--- src/rtl/bcd_stopwatch_ctrl.sv ---
// rtl/bcd_stopwatch_ctrl.sv - four-digit BCD stopwatch sequencer with prescaler, lap hold and sticky overflow
module bcd_stopwatch_ctrl #(
    parameter int TICK_DIV = 50000
) (
    input  logic        clk,
    input  logic        rst,
    input  logic        start_stop,
    input  logic        lap,
    input  logic        clear,
    output logic [15:0] disp,
    output logic        running,
    output logic        lap_active,
    output logic        overflow
);

    localparam int PW = (TICK_DIV > 2) ? $clog2(TICK_DIV) : 1;
    localparam logic [PW-1:0] PRESC_MAX = PW'(TICK_DIV - 1);

    typedef enum logic [1:0] {
        S_IDLE,
        S_RUN,
        S_PAUSE,
        S_LAP
    } state_t;

    state_t            state;
    logic [PW-1:0]     presc;
    logic [3:0][3:0]   digits;
    logic [15:0]       hold;
    logic              counting;
    logic              tick;
    logic [3:0]        inc;
    logic              wrap;

    // Each digit steps only when every lower digit is about to roll over.
    always_comb begin
        counting = (state == S_RUN) || (state == S_LAP);
        tick     = counting && (presc == PRESC_MAX);
        inc      = '0;
        inc[0]   = tick;
        for (int i = 1; i < 4; i++) begin
            inc[i] = inc[i-1] && (digits[i-1] == 4'd9);
        end
        wrap = inc[3] && (digits[3] == 4'd9);
    end

    always_ff @(posedge clk or negedge rst) begin
        if (!rst) begin
            state      <= S_IDLE;
            running    <= 1'b0;
            lap_active <= 1'b0;
            hold       <= '0;
            presc      <= '0;
            overflow   <= 1'b0;
            digits     <= '0;
        end else begin
            if (counting) begin
                presc <= tick ? '0 : presc + 1'b1;
            end
            for (int i = 0; i < 4; i++) begin
                if (inc[i]) begin
                    digits[i] <= (digits[i] == 4'd9) ? 4'd0 : digits[i] + 4'd1;
                end
            end
            if (wrap) begin
                overflow <= 1'b1;
            end

            case (state)
                S_IDLE: begin
                    if (start_stop) begin
                        state   <= S_RUN;
                        running <= 1'b1;
                    end
                end
                S_RUN: begin
                    if (start_stop) begin
                        state   <= S_PAUSE;
                        running <= 1'b0;
                    end else if (lap) begin
                        state      <= S_LAP;
                        lap_active <= 1'b1;
                        hold       <= digits;
                    end
                end
                S_LAP: begin
                    if (start_stop) begin
                        state      <= S_PAUSE;
                        running    <= 1'b0;
                        lap_active <= 1'b0;
                    end else if (lap) begin
                        state      <= S_RUN;
                        lap_active <= 1'b0;
                    end
                end
                S_PAUSE: begin
                    // The prescaler is frozen here, so a clear has no tick to race against.
                    if (clear) begin
                        state    <= S_IDLE;
                        digits   <= '0;
                        presc    <= '0;
                        overflow <= 1'b0;
                    end else if (start_stop) begin
                        state   <= S_RUN;
                        running <= 1'b1;
                    end
                end
                default: begin
                    state      <= S_IDLE;
                    running    <= 1'b0;
                    lap_active <= 1'b0;
                end
            endcase
        end
    end

    assign disp = lap_active ? hold : digits;

endmodule

--- config.mk ---
export PLATFORM = sky130hd
export DESIGN_NAME = bcd_stopwatch_ctrl
export DESIGN_NICKNAME = d
export VERILOG_FILES = /design/src/rtl/bcd_stopwatch_ctrl.sv
export SDC_FILE = /design/constraint.sdc
export NUM_CORES = 1
export LEC_CHECK = 0
export ABC_CLOCK_PERIOD_IN_PS = 1900
export CAP_MARGIN = 10
export CORE_ASPECT_RATIO = 0.8
export CORE_MARGIN = 2
export CORE_UTILIZATION = 55
export DETAILED_ROUTE_END_ITERATION = 6
export GPL_TIMING_DRIVEN = 0
export PLACE_DENSITY = 0.79
export SLEW_MARGIN = 20
export SYNTH_ARGS = -nofsm -noshare
export SYNTH_HDL_FRONTEND = slang
export SYNTH_SLANG_ARGS = --single-unit
--- constraint.sdc ---
create_clock -name clk -period 1.9 [get_ports clk]
set_input_delay 0.38 -clock clk [delete_from_list [all_inputs] [get_ports clk]]
set_output_delay 0.38 -clock clk [all_outputs]
set_load 0.01 [all_outputs]
Yosys cells after proc, flatten, opt, wreduce, memory -nomap -nowiden
Index checks and enable logic that the tools add are counted.
{"block": "totals", "romBits": 0, "n_memories": 0, "wordCells": 77, "mem_bits_rw": 0, "latchBits": 0, "inputBits": 5, "ff_bits": 53}
{"block": "op_classes", "n_shift": 0, "order_cmp": 0, "div": 0, "addsub": 5, "mux": 34, "n_eq_ne": 14, "n_bitwise": 1, "reduce_logical": 13, "n_mul": 0}
{"operator": "2-to-1 mux 16 bit", "count": 7}
{"operator": "2-to-1 mux 4 bit", "count": 8}
{"operator": "adder 16 x 1 -> 16 bit, second input constant", "count": 1}
{"operator": "adder 4 x 1 -> 4 bit, second input constant", "count": 4}
{"operator": "equality test 16 bit, second input constant", "count": 1}
{"operator": "equality test 4 bit, second input constant", "count": 4}
{"operator": "2-to-1 mux 2 bit", "count": 6}
{"operator": "2-to-1 mux 1 bit", "count": 10}
{"operator": "case mux 2 bit (4 select lines)", "count": 1}
{"operator": "inequality test 2 bit, second input constant", "count": 3}
{"operator": "inequality test 3 bit, second input constant", "count": 2}
{"operator": "logical AND 1 bit", "count": 5}
{"operator": "equality test 2 bit, second input constant", "count": 2}
{"operator": "AND reduction 2 bit", "count": 2}
{"operator": "AND reduction 4 bit", "count": 1}
{"operator": "case mux 1 bit (3 select lines)", "count": 1}
{"operator": "AND reduction 3 bit", "count": 1}
{"operator": "equality test 2 x 1 -> 1 bit, second input constant", "count": 1}
{"operator": "logical NOT 2 bit", "count": 1}
{"operator": "inequality test 2 x 1 -> 1 bit, second input constant", "count": 1}
{"operator": "case mux 1 bit (2 select lines)", "count": 1}
{"operator": "nonzero test 2 bit", "count": 1}
{"operator": "OR reduction 2 bit", "count": 1}
{"operator": "logical OR 1 bit", "count": 1}
{"operator": "NOT 1 bit", "count": 1}

Longest topological paths before layout
{"block": "depth", "ltp_word": 10, "depth_mapped": 7}

Least setup slack after synthesis
Ideal clock, no wire load.
{"block": "synth_path", "kind": "reg2reg", "startpoint": "register presc[0]", "endpoint": "register digits[7] in the netlist's numbering", "period_less_slack_ns": 1.727, "arrival_time_ns": 1.645, "path_slack_ns": 0.173, "path_stages_with_launch": 6, "cell_sequence": "dfrtp_1 > ha_1 > and4_4 > nand4_2 > or4_1 > a31oi_1"}
{"block": "synth_via", "elab_chain_cells": 6}
{"element": "start, declared", "line_no": "27", "source": "logic [PW-1:0] presc;"}
{"element": "start signal, assigned", "line_no": "58", "source": "presc <= tick ? '0 : presc + 1'b1;"}
{"element": "equality test 16 bit *", "line_no": "38", "source": "tick = counting && (presc == PRESC_MAX);"}
{"element": "logical AND 1 bit *", "line_no": "38"}
{"element": "logical AND 1 bit *", "line_no": "42", "source": "inc[i] = inc[i-1] && (digits[i-1] == 4'd9);"}
{"element": "2-to-1 mux 4 bit *", "line_no": "61", "source": "if (inc[i]) begin"}
{"element": "2-to-1 mux 16 bit", "line_no": "98", "source": "if (clear) begin"}
{"element": "2-to-1 mux 16 bit *", "line_no": "69", "source": "case (state)"}
{"element": "end signal, assigned by index", "line_no": "62", "source": "digits[i] <= (digits[i] == 4'd9) ? 4'd0 : digits[i] + 4'd1;"}
{"element": "end, declared", "line_no": "28", "source": "logic [3:0][3:0] digits;"}
Mark *: on every way between the ends. The rest lies on a longest branch, timed or not.
A chain may end at the register's enable or synchronous reset.

Worst setup path after layout
{"block": "layout_path", "startpoint": "register digits[6] in the netlist's numbering", "endpoint": "register digits[13] in the netlist's numbering"}
{"block": "layout_via", "elab_chain_cells": 6}
{"element": "equality test 4 bit *", "line_no": "42"}
{"element": "logical AND 1 bit * (2 in a row)", "line_no": "42"}
{"element": "2-to-1 mux 4 bit *", "line_no": "61"}
{"element": "2-to-1 mux 16 bit", "line_no": "98"}
{"element": "2-to-1 mux 16 bit *", "line_no": "69"}
Marked as above.

==> impl_metrics.prom <==
# TYPE chip_impl_metric gauge
chip_impl_metric{name="clk_pin_slew",unit="ps"} 90
chip_impl_metric{name="dp_hpwl",unit="µm"} 3980
chip_impl_metric{name="post-route-cell-area",unit="mm²"} 0.00338
chip_impl_info{name="hp-class",value="primary input to async pin"} 1
chip_impl_info{name="grt_setup_unrepaired",value="yes"} 1
chip_impl_metric{name="place.gp.congestion",unit=""} 0.817
chip_impl_metric{name="postRouteWirelength",unit="µm"} 6390
chip_impl_info{name="status",value="finished clean"} 1
chip_impl_metric{name="mappedNetlistNets",unit=""} 287
chip_impl_metric{name="gr-usage-all-layers",unit="%"} 23.0
chip_impl_metric{name="nets",unit=""} 325
chip_impl_metric{name="post_synthesis_cells",unit=""} 281
chip_impl_metric{name="ant_nets",unit=""} 0
chip_impl_metric{name="cp.arrival",unit="ps"} 2100
chip_impl_metric{name="pre_cts_ws",unit="ps"} -473
chip_impl_metric{name="grt_pass1_vias",unit=""} 2177
chip_impl_info{name="tritoncts",value="done"} 1
chip_impl_metric{name="drt-wirelength-per-cell",unit="µm"} 16.7
chip_impl_metric{name="n_antenna_cell",unit=""} 0
chip_impl_metric{name="placementRows",unit=""} 23
chip_impl_metric{name="multi_input_comb_area",unit="mm²"} 0.00145
chip_impl_metric{name="maxCapViolCount",unit=""} 0
chip_impl_metric{name="filler_cell_count",unit=""} 397
chip_impl_info{name="critical_path_launch_point_type",value="flop"} 1
chip_impl_metric{name="yosysWarningCount",unit=""} 0
chip_impl_metric{name="synth_async_sr_flop_share",unit="%"} 100
chip_impl_metric{name="globalRouteOverflowTotal",unit=""} 0
chip_impl_metric{name="layout.area.seq",unit="mm²"} 0.00133
chip_impl_metric{name="achievable-frequency",unit="MHz"} 536
chip_impl_metric{name="worst_ep_required_time",unit="ps"} 2140
chip_impl_metric{name="dpl-instance-area",unit="mm²"} 0.00313
chip_impl_metric{name="die_width",unit="µm"} 84.1
chip_impl_metric{name="vias_per_cell",unit=""} 5.98
chip_impl_metric{name="synth-seq-area-share",unit="%"} 47.0
chip_impl_metric{name="power.ir.vdd_worst",unit="mV"} 0.657
chip_impl_info{name="ys.flop_type",value="dfrtp_1"} 1
chip_impl_metric{name="detailedRoute.firstIterationViolations",unit=""} 228
chip_impl_metric{name="setup_violations",unit=""} 0
chip_impl_metric{name="grt_max_degree",unit=""} 54
chip_impl_metric{name="route.vias.total",unit=""} 2286
chip_impl_metric{name="slew-limit-headroom",unit="%"} 55.5
chip_impl_metric{name="numPortBuffers",unit=""} 23
chip_impl_metric{name="clock_path_buffers",unit=""} 2
chip_impl_metric{name="ios",unit=""} 24
chip_impl_metric{name="report.power.total",unit="mW"} 3.04
chip_impl_metric{name="post-route-period-util",unit="%"} 98.2
chip_impl_metric{name="combined_area_of_all_synthesized_cells",unit="mm²"} 0.00282
chip_impl_metric{name="grt_antenna_before_repair",unit=""} 0
chip_impl_metric{name="core_area",unit="mm²"} 0.00498
chip_impl_metric{name="power_per_cell_area",unit="mW/mm²"} 899
chip_impl_metric{name="post_route_setup_tns",unit="ps"} 0
chip_impl_metric{name="fp.dieH",unit="µm"} 68.1
chip_impl_metric{name="clk-insertion-delay-late",unit="ps"} 300
chip_impl_metric{name="share_of_post_route_cells_with_drive_strength_above_1",unit="%"} 25.0
chip_impl_metric{name="route.detailed.drc",unit=""} 0
chip_impl_metric{name="final.setup_skew",unit="ps"} 5.17
chip_impl_metric{name="die_area",unit="mm²"} 0.00573
chip_impl_info{name="critPathCaptureType",value="flop"} 1
chip_impl_info{name="critical_path_class",value="flop to flop"} 1
chip_impl_info{name="most_common_library_cell_in_the_layout_ignoring_fill_and_taps",value="dfrtp_1"} 1
chip_impl_metric{name="drt_pre_antenna_iters",unit=""} 4
chip_impl_metric{name="h-tree-depth",unit=""} 2
chip_impl_metric{name="cts_buffers",unit=""} 5
chip_impl_metric{name="worstPathMaxFanout",unit=""} 8
chip_impl_metric{name="hold_violations",unit=""} 0
chip_impl_metric{name="maxSlewViolCount",unit=""} 0
chip_impl_info{name="most_used_cells_in_the_layout_excluding_fill_and_tap_cells",value="48 x dfrtp_1, 27 x mux2_2, 23 x nand2_1, 20 x nor2_1, 19 x o21ai_0"} 1
chip_impl_metric{name="setup_ws",unit="ps"} 33.6
chip_impl_metric{name="cellLeakagePower",unit="nW"} 1.49
chip_impl_metric{name="tightestPinTransition",unit="ps"} 668
chip_impl_info{name="cts_root_buffer",value="clkbuf_8"} 1
chip_impl_metric{name="wire_length_of_the_first_global_routing_pass",unit="µm"} 10400
chip_impl_metric{name="syn-mean-instance-area",unit="µm²"} 10.0
chip_impl_metric{name="netlist-cell-type-count",unit=""} 40
chip_impl_metric{name="synth_seq_cells",unit=""} 53
chip_impl_metric{name="initial_core_util",unit="%"} 56.7
chip_impl_metric{name="area_delta_synth_final",unit="%"} 19.6
chip_impl_metric{name="finalCriticalPeriod",unit="ps"} 1870
chip_impl_metric{name="synth_edf_count",unit=""} 0
chip_impl_metric{name="clock_sink_count",unit=""} 53
[power breakdown]
| group | internal (mW) | total [mW] | leakage (nW) | switching (mW) |
|---|---|---|---|---|
| registers | 1.29 | 1.45 | 0.704 | 0.153 |
| logic | 0.466 | 0.897 | 0.729 | 0.430 |
| clock network | 0.330 | 0.693 | 0.0542 | 0.363 |
| total | 2.09 | 3.04 | 1.49 | 0.946 |
[per-stage QoR]
step | std cells | hold slack [ps] | utilization (%)
after detailed placement | 366 | 462 | 62.9
after global routing | 382 | 138 | 67.8
after global placement | 366 | 483 | 62.9
final | 382 | 94.2 | 67.8
after floorplan | 281 | 84.4 | -
after CTS | 374 | 132 | 65.4
[path summary, 6_finish.rpt]
| path | start | endpoint | slack (ps) | cells past startpoint |
|---|---|---|---|---|
| worst max-delay path | digits[6]$_DFF_PN0_ | digits[13]$_DFF_PN0_ | 30 | 4 |
| max in group asynchronous | rst | digits[6]$_DFF_PN0_ | 1310 | 1 |
| worst min-delay path | rst | hold[1]$_DFFE_PN0P_ | 90 | 1 |
| worst max register to register | digits[6]$_DFF_PN0_ | digits[13]$_DFF_PN0_ | 30 | 4 |
| min in group clk | hold[2]$_DFFE_PN0P_ | hold[2]$_DFFE_PN0P_ | 510 | 1 |
| worst min register to register | hold[2]$_DFFE_PN0P_ | hold[2]$_DFFE_PN0P_ | 510 | 1 |
[registers in the layout, indices dropped and copies added, names as in the netlist]
name	cells
overflow	1
lap_active	1
digits	16
presc	16
state	2
running	1
hold	16
[cell usage after synthesis, drive strengths merged (5+ instances only)]
cell	instances	area share (%)
a21oi	18	3.2
or3	8	1.8
buf	6	1.1
nor2	20	2.7
dfrtp	53	47
mux2	27	11
nand3	9	1.8
and4bb	5	2.2
xnor2	10	3.1
nand2	23	3.1
inv	11	1.5
nand4	6	1.8
nand2b	5	1.1
nor3	5	0.89
o21ai	21	3.7
clkbuf	7	0.93
or4	8	2.1
o31ai	6	1.6
[cell families (layout without fill, tap and decap cells)]
kind of cell    after synthesis  count (layout)  synth area share (%)
compound gates               56              56                  11.5
xor+xnor                     12              12                  3.72
fa+ha+maj                     1               1                 0.443
buf+inv                      24              62                  3.46
flops                        53              53                  47.0
mux                          27              27                  10.8
simple gates                108             109                  23.1
[metal layers]
layer | GRT usage (%) | wire [µm]
met3 | 4.58 | 354
met5 | 0 | 0
met2 | 37.9 | 2980
met1 | 31.6 | 2980
met4 | 6.45 | 69
[layout make-up]
type                            instances  area share [%]
Buffer                                 10            2.41
Multi-Input combinational cell        205            42.9
Sequential cell                        53            39.5
Inverter                               11            1.22
Clock inverter                          1           0.148
Tap cell                               62            2.30
Clock buffer                            7            2.85
Timing Repair Buffer                   33            8.67
[timing repair]
item / CTS / global route
gates cloned: 0 / 1
pin swaps: 0 / 8
gates resized for setup: 29 / 27
buffers inserted: 2 / 8
hold buffers: 0 / 0
endpoints found under the setup margin: 43 / 41
[worst max-delay path, stage by stage, from the launching register on]
cell	delay (ps)
dfrtp_2	460
and4bb_2	350
nand4_1	260
or4_4	600
a21oi_2	130
Power figures use the tool's default switching activity.
